## src/rtl/cmp_pkg.sv

```systemverilog
// Shared definitions for the serial magnitude comparator: controller states and
// the one-hot result encoding carried on {gt, eq, lt}.
package cmp_pkg;

    typedef enum logic [1:0] {
        IDLE = 2'd0,
        RUN  = 2'd1,
        DONE = 2'd2
    } state_t;

    // Result flags packed as {gt, eq, lt}; exactly one bit is set in DONE.
    localparam logic [2:0] RES_NONE = 3'b000;
    localparam logic [2:0] RES_GT   = 3'b100;
    localparam logic [2:0] RES_EQ   = 3'b010;
    localparam logic [2:0] RES_LT   = 3'b001;

    function automatic logic [2:0] slice_to_result(input logic slice_gt);
        return slice_gt ? RES_GT : RES_LT;
    endfunction

endpackage

```

## src/rtl/comparator_2bit.sv

```systemverilog
// Two-bit unsigned magnitude comparator slice; purely combinational.
module comparator_2bit (
    input  logic [1:0] a,
    input  logic [1:0] b,
    output logic       a_gt_b,
    output logic       a_eq_b,
    output logic       a_lt_b
);

    assign a_gt_b = (a > b);
    assign a_eq_b = (a == b);
    assign a_lt_b = (a < b);

endmodule

```

## src/rtl/cmp_serial_ctrl.sv

```systemverilog
// Serial WIDTH-bit unsigned comparator: walks 2-bit slices MSB first through one
// shared comparator_2bit and stops at the first unequal slice.
module cmp_serial_ctrl
    import cmp_pkg::*;
#(
    parameter int WIDTH = 8
) (
    input  logic             clk,
    input  logic             rst_n,
    input  logic             start_valid,
    output logic             start_ready,
    input  logic [WIDTH-1:0] a,
    input  logic [WIDTH-1:0] b,
    output logic             res_valid,
    input  logic             res_ready,
    output logic             gt,
    output logic             eq,
    output logic             lt,
    output logic             busy
);

    localparam int NSL  = WIDTH / 2;
    localparam int PW   = (NSL > 1) ? $clog2(NSL) : 1;
    // Slice table is padded to a power of two so every ptr value indexes in range.
    localparam int NPAD = 1 << PW;

    generate
        if (WIDTH < 2 || (WIDTH % 2) != 0) begin : g_bad_width
            $error("cmp_serial_ctrl: WIDTH must be even and >= 2");
        end
    endgenerate

    state_t           state_reg;
    logic [WIDTH-1:0] a_reg;
    logic [WIDTH-1:0] b_reg;
    logic [PW-1:0]    ptr_reg;
    logic             start_ready_reg;
    logic             res_valid_reg;
    logic [2:0]       res_flags_reg;
    logic             busy_reg;

    logic [1:0] a_slice [NPAD];
    logic [1:0] b_slice [NPAD];
    logic [1:0] slice_a;
    logic [1:0] slice_b;
    logic       slice_gt;
    logic       slice_eq;
    logic       slice_lt;

    generate
        for (genvar gi = 0; gi < NPAD; gi++) begin : g_slice
            if (gi < NSL) begin : g_real
                assign a_slice[gi] = a_reg[2*gi+1 : 2*gi];
                assign b_slice[gi] = b_reg[2*gi+1 : 2*gi];
            end else begin : g_pad
                assign a_slice[gi] = 2'b00;
                assign b_slice[gi] = 2'b00;
            end
        end
    endgenerate

    assign slice_a = a_slice[ptr_reg];
    assign slice_b = b_slice[ptr_reg];

    comparator_2bit u_slice (
        .a      (slice_a),
        .b      (slice_b),
        .a_gt_b (slice_gt),
        .a_eq_b (slice_eq),
        .a_lt_b (slice_lt)
    );

    always_ff @(posedge clk or negedge rst_n) begin
        if (!rst_n) begin
            state_reg       <= IDLE;
            a_reg           <= '0;
            b_reg           <= '0;
            ptr_reg         <= '0;
            start_ready_reg <= 1'b0;
            res_valid_reg   <= 1'b0;
            res_flags_reg   <= RES_NONE;
            busy_reg        <= 1'b0;
        end else begin
            case (state_reg)
                IDLE: begin
                    // Ready comes up one edge after reset release and stays up in IDLE.
                    start_ready_reg <= 1'b1;
                    if (start_valid && start_ready_reg) begin
                        a_reg           <= a;
                        b_reg           <= b;
                        ptr_reg         <= PW'(NSL - 1);
                        start_ready_reg <= 1'b0;
                        busy_reg        <= 1'b1;
                        state_reg       <= RUN;
                    end
                end
                RUN: begin
                    if (!slice_eq) begin
                        res_flags_reg <= slice_to_result(slice_gt && !slice_lt);
                        res_valid_reg <= 1'b1;
                        state_reg     <= DONE;
                    end else if (ptr_reg == '0) begin
                        res_flags_reg <= RES_EQ;
                        res_valid_reg <= 1'b1;
                        state_reg     <= DONE;
                    end else begin
                        ptr_reg <= ptr_reg - 1'b1;
                    end
                end
                DONE: begin
                    if (res_ready) begin
                        res_valid_reg   <= 1'b0;
                        res_flags_reg   <= RES_NONE;
                        busy_reg        <= 1'b0;
                        start_ready_reg <= 1'b1;
                        state_reg       <= IDLE;
                    end
                end
                default: begin
                    state_reg       <= IDLE;
                    start_ready_reg <= 1'b0;
                    res_valid_reg   <= 1'b0;
                    res_flags_reg   <= RES_NONE;
                    busy_reg        <= 1'b0;
                end
            endcase
        end
    end

    assign start_ready = start_ready_reg;
    assign res_valid   = res_valid_reg;
    assign gt          = res_flags_reg[2];
    assign eq          = res_flags_reg[1];
    assign lt          = res_flags_reg[0];
    assign busy        = busy_reg;

endmodule

```

## config.mk

```make
export PLATFORM = sky130hd
export DESIGN_NAME = cmp_serial_ctrl
export DESIGN_NICKNAME = d
export VERILOG_FILES = /design/src/rtl/cmp_pkg.sv /design/src/rtl/comparator_2bit.sv /design/src/rtl/cmp_serial_ctrl.sv
export SDC_FILE = /design/constraint.sdc
export NUM_CORES = 1
export LEC_CHECK = 0
export CELL_PAD_IN_SITES_DETAIL_PLACEMENT = 0
export CELL_PAD_IN_SITES_GLOBAL_PLACEMENT = 1
export CORE_UTILIZATION = 39
export DETAILED_ROUTE_END_ITERATION = 16
export PLACE_DENSITY_LB_ADDON = 0.1
export SYNTH_ARGS = -nofsm -noshare
export SYNTH_HDL_FRONTEND = slang
export SYNTH_SLANG_ARGS = --single-unit
```

## constraint.sdc

```tcl
create_clock -name clk -period 2.8 [get_ports clk]
set_input_delay 0.56 -clock clk [delete_from_list [all_inputs] [get_ports clk]]
set_output_delay 0.56 -clock clk [all_outputs]
set_load 0.005 [all_outputs]
```

==> run summary, run 1 <==
CP required: 3.05 ns
CP arrival: 2.47 ns
total CTS buffers: 3
Post-CTS Hold Buffers: 0
clock buffer depth: 2
# setup viols final: 0
die width: 57.7 um
Synth top area share: 53.8%
Crit. End Element: flop
final net count: 142
MaxCap Viol Count: 0
flop-to-flop setup slack: 0.58 ns
Max rail drop VDD: 0.436 mV
mux cell area share after synthesis: 24.0%
Post-synth EDFFs: 0
Via density: 5.22
core area: 2850 um2
FF-to-FF End: ptr_reg[1]$_DFFE_PN0P_
synthesis-to-finish area growth: 25.9%
largest family of logic cells by synthesized area: multiplexers
Synth Area in Compound Gates: 8.07%
Clk Tree Root Cell: clkbuf_4
CTS tree: yes
failing checks: DRC
latest clock arrival within the worst-skew pair: 0.32 ns
Final Cycle Share: 79.3%
antenna-violating nets left: 0
fin cells: 149
Slew Limit Fails: 0
Resized cells post-CTS: 0
fin util: 53.4%
First DRT Iteration DRCs: 22
initial antenna violation count: 0
Final HPWL DP: 1420 um
Clock Pin Slew Worst Setup and Hold Paths: 0.14 ns
Cell Area, Synth: 1210 um2
count leader, synth: dfrtp_1
worst hold path type: reg -> reg
I/O pin count: 26
adder-cell share of the synthesized area: 3.10%
Post-Route Setup TNS: 0 ns
skew final: 0.00758 ns
# rows: 19
Die Y: 57.7 um
Yosys cell types: 20
top area cells in the synthesized netlist: dfrtp_1 (54%), mux2_2 (15%), mux4_2 (7.4%), o21ai_0 (3.3%), ha_1 (3.1%)
Antenna Cells: 0
top achievable clock speed: 451 MHz
layout cell share with drive strength beyond 1: 23.7%
Worst Path Max Fanout: 7
RSZ-0062 raised after global routing: no
worst hold start: b_reg[4]$_DFFE_PN0P_
CTS Sinks: 26
H-tree depth: 1
reg2reg path depth: 5
setup bufs post-CTS: 0
die area: 3330 um2
Synth area leader: dfrtp_1
total routed wirelength: 1880 um
max_slew headroom: 71.2%
TritonRoute pass-1 iters: 10
final worst setup slack: 0.581 ns
status: complete, but fails checks
syn avg cell area: 13.4 um2
Hold Crit Endpoint: b_reg[4]$_DFFE_PN0P_
Post-synth top flop: dfrtp_1
Final min period: 2.22 ns
first-pass GRT wire length: 3360 um
Routed WL per cell: 12.6 um
drt drc: 1
Total GRT Usage: 13.1%
placed instance count: 145
worst hold path cell count: 1
simple logic cell fraction of the synthesized area: 6.00%
Cells after Synth: 90
post-synth net total: 113
sequential area share after synthesis: 53.8%
Pleak: 0.000657 uW
synthesized flop and latch total: 26
slew at the pin closest to its max-slew limit: 0.429 ns
Starting Density: 42.4%
Final Hold Viols: 0
xor/xnor share of the synthesized area: 0%
pwr dens: 1040 nW/um2
Crit Path Category: reg -> reg
reg2reg start: ptr_reg[0]$_DFFE_PN0P_
post-place setup slack: 0.598 ns
gr ovfl total: 0
leading cell types by count after synthesis: dfrtp_1 (26), mux2_2 (16), inv_1 (9), o21ai_0 (8)
largest net degree at the start of global routing: 27
ys async rst share: 100%
RePlAce Congestion: 0.691
vias in the first global route: 772
Port Buffers: 25
vias: 778
synth warn: 0
CP startpoint kind: flop
==> worst max-delay path by stage <==
stage / startpoint / end / slack (ns) / depth (start not counted)
2_1_floorplan: ptr_reg[0]$_DFFE_PN0P_ / ptr_reg[0]$_DFFE_PN0P_ / 0.79 / 6
3_3_place_gp: ptr_reg[0]$_DFFE_PN0P_ / ptr_reg[0]$_DFFE_PN0P_ / 0.64 / 5
3_5_place_dp: ptr_reg[0]$_DFFE_PN0P_ / ptr_reg[0]$_DFFE_PN0P_ / 0.60 / 5
4_1_cts: ptr_reg[0]$_DFFE_PN0P_ / ptr_reg[0]$_DFFE_PN0P_ / 0.56 / 5
5_1_grt: ptr_reg[0]$_DFFE_PN0P_ / ptr_reg[1]$_DFFE_PN0P_ / 0.39 / 5
6_report: ptr_reg[0]$_DFFE_PN0P_ / ptr_reg[1]$_DFFE_PN0P_ / 0.58 / 5
==> metrics by stage <==
step / total power, uW / hold slack, ns / cell area [um2]
after floorplan: 1220 / 0.264 / 1210
after global placement: 1400 / 0.492 / 1490
after detailed placement: 1420 / 0.499 / 1490
after CTS: 1610 / 0.531 / 1520
after global routing: 1740 / 0.542 / 1520
final: 1580 / 0.525 / 1520
==> power breakdown <==
| part | total, uW | internal [uW] | switching, uW |
|---|---|---|---|
| clock network | 187 | 79.4 | 107 |
| logic | 718 | 435 | 284 |
| registers | 679 | 549 | 130 |
| total | 1580 | 1060 | 521 |
==> placed cells by master, fill, tap and decap left out, types with 4 or more instances in the layout <==
cell type,n
clkdlybuf4s50_1,25
dfrtp_1,26
inv_1,9
mux2_2,16
mux4_2,4
nand2_1,4
nor2_1,4
o21ai_0,8
==> logic make-up after synthesis <==
logic type,after synthesis
DFF,26
adders and majority gates,3
AOI/OAI and AO/OA,15
buffers and inverters,12
muxes,22
and+or+nand+nor,12
==> metal layers <==
metal	vias to the layer above	routed length, um	track usage [%]
met4	0	10	5.10
li1	378	-	-
met5	-	0	0
met3	2	71	2.01
met1	383	904	16.1
met2	15	888	23.3
==> final cells by class <==
class / count / area, um2
fill: 262 / 1330
sequential: 26 / 651
multi-input combinational: 52 / 498
timing repair buffer: 27 / 265
tap: 31 / 38.8
clock buffer: 4 / 36.3
inverter: 9 / 33.8
==> worst max-delay path: stages (launching register included) <==
cell and delay (ns):
dfrtp_1 0.55, mux4_2 0.55, ha_1 0.33, nand2_1 0.10, nor3_1 0.39, mux2i_1 0.23
(Power assumes the default switching activity.)
==> inputs of run 2 (changes only) <==
Clock period 2.8 ns to 2.3 ns, I/O delays scaled along.
==> run 2 against run 1 <==
  * The run now ends clean
  * First-iteration DRC count up 110%
  * Cell count up 0.67%
  * Sequential share of layout area down 0.66 points
  * Via count down 0.39%
  * Count of clock-buffer cells in the layout down 1
  * Critical endpoint is now state_reg[0]$_DFFE_PN0P_
==> run summary, run 2 (synthesis results as in run 1) <==
status: finished clean
Crit Path Category: reg -> reg
# rows: 19
CP cell instances: mux4_2 > ha_1 > nand2_1 > nor3_1 > buf_4 > or2_2
fin util: 54.2%
Resized cells post-CTS: 0
clock buffer depth: 2
die width: 57.7 um
vias: 775
drt drc: 0
max_slew headroom: 72.5%
commonest cells after routing, fill and taps aside: dfrtp_1 (26), clkdlybuf4s50_1 (25), mux2_2 (16)
skew final: 0.00287 ns
Post-CTS Hold Buffers: 0
Final HPWL DP: 1470 um
WP buf/inv: 1
Die Y: 57.7 um
first-pass GRT wire length: 3520 um
FF-to-FF End: state_reg[0]$_DFFE_PN0P_
Max rail drop VDD: 0.558 mV
Largest stage delay, worst path: 0.54 ns
Total GRT Usage: 13.5%
flop-to-flop setup slack: 0.17 ns
RSZ-0062 raised after global routing: no
worst hold path type: in -> async
vias in the first global route: 801
setup bufs post-CTS: 0
die area: 3330 um2
initial antenna violation count: 0
CP required: 2.51 ns
Port Buffers: 25
Post-Route Setup TNS: 0 ns
Worst Hold Margin: 0.492 ns
final worst setup slack: 0.170 ns
FILL cells: 241
Final min period: 2.13 ns
largest net degree at the start of global routing: 27
total routed wirelength: 1970 um
gr ovfl total: 0
Worst Path Max Fanout: 7
post-place setup slack: 0.147 ns
Via density: 5.17
TritonRoute pass-1 iters: 6
core area: 2850 um2
delay-heaviest family, CP: flip-flops
latest clock arrival within the worst-skew pair: 0.31 ns
layout cell share with drive strength beyond 1: 24.4%
final net count: 143
Clk Tree Root Cell: clkbuf_4
CP startpoint kind: flop
CTS tree: yes
synthesis-to-finish area growth: 27.8%
MaxCap Viol Count: 0
antenna-violating nets left: 0
First DRT Iteration DRCs: 46
pwr dens: 1320 nW/um2
CTS Sinks: 26
Routed WL per cell: 13.1 um
CP arrival: 2.34 ns
top achievable clock speed: 469 MHz
slew at the pin closest to its max-slew limit: 0.408 ns
I/O pin count: 26
Crit. End Element: flop
critical path's slowest cell: dfrtp_1
total CTS buffers: 3
# setup viols final: 0
Starting Density: 42.4%
Final Cycle Share: 92.6%
Final Hold Viols: 0
H-tree depth: 1
reg2reg path depth: 6
Clock Pin Slew Worst Setup and Hold Paths: 0.14 ns
Slew Limit Fails: 0
Pleak: 0.000669 uW
RePlAce Congestion: 0.690
reg2reg start: ptr_reg[0]$_DFFE_PN0P_
Antenna Cells: 0
commonest non-fill, non-tap cell in the layout: dfrtp_1
[run 2: cell types whose count changed in the layout (fill, tap and decap cells not counted)]
| cell | before | now |
|---|---|---|
| buf_4 | 2 | 3 |
| bufinv_16 | 0 | 1 |
| clkbuf_8 | 1 | 0 |
| o21ai_0 | 8 | 7 |
| o21ai_1 | 0 | 1 |
[run 2: report_power, final]
group | total, uW | switching (uW) | internal (uW)
sequential | 831 | 163 | 668
clock | 306 | 130 | 176
combinational | 896 | 357 | 539
[run 2: final cells by class]
| class | count | area, um2 | share of cell area (%) |
|---|---|---|---|
| tap | 31 | 38.8 | 2.51 |
| clock buffer | 3 | 22.5 | 1.46 |
| inverter | 9 | 33.8 | 2.18 |
| sequential | 26 | 651 | 42.1 |
| clock inverter | 1 | 30.0 | 1.94 |
| timing repair buffer | 28 | 273 | 17.6 |
| multi-input combinational | 52 | 498 | 32.2 |
[run 2: worst max-delay path by stage]
stage | depth (start not counted) | from | to | slack, ns
finish | 6 | ptr_reg[0]$_DFFE_PN0P_ | state_reg[0]$_DFFE_PN0P_ | 0.17
global route | 6 | ptr_reg[0]$_DFFE_PN0P_ | ptr_reg[0]$_DFFE_PN0P_ | 0.07
global placement | 6 | ptr_reg[0]$_DFFE_PN0P_ | state_reg[0]$_DFFE_PN0P_ | 0.20
CTS | 5 | ptr_reg[0]$_DFFE_PN0P_ | res_flags_reg[0]$_DFFE_PN0P_ | 0.12
detailed placement | 5 | ptr_reg[0]$_DFFE_PN0P_ | res_flags_reg[0]$_DFFE_PN0P_ | 0.15
floorplan | 6 | ptr_reg[0]$_DFFE_PN0P_ | ptr_reg[0]$_DFFE_PN0P_ | 0.29
[run 2: metal layers]
metal / vias up / wire length [um] / GRT usage, %
met5: - / 0 / 0
met4: 0 / 15 / 3.06
met3: 2 / 69 / 2.01
met2: 18 / 944 / 23.9
met1: 378 / 936 / 17.6
li1: 377 / - / -
[run 2: metrics by stage]
| step | total power (uW) | area [um2] | std cells |
|---|---|---|---|
| finish | 2030 | 1550 | 150 |
| CTS | 2060 | 1550 | 150 |
| detailed placement | 1740 | 1490 | 146 |
| global route | 2210 | 1550 | 150 |
| global placement | 1720 | 1490 | 146 |
| floorplan | 1490 | 1210 | 90 |
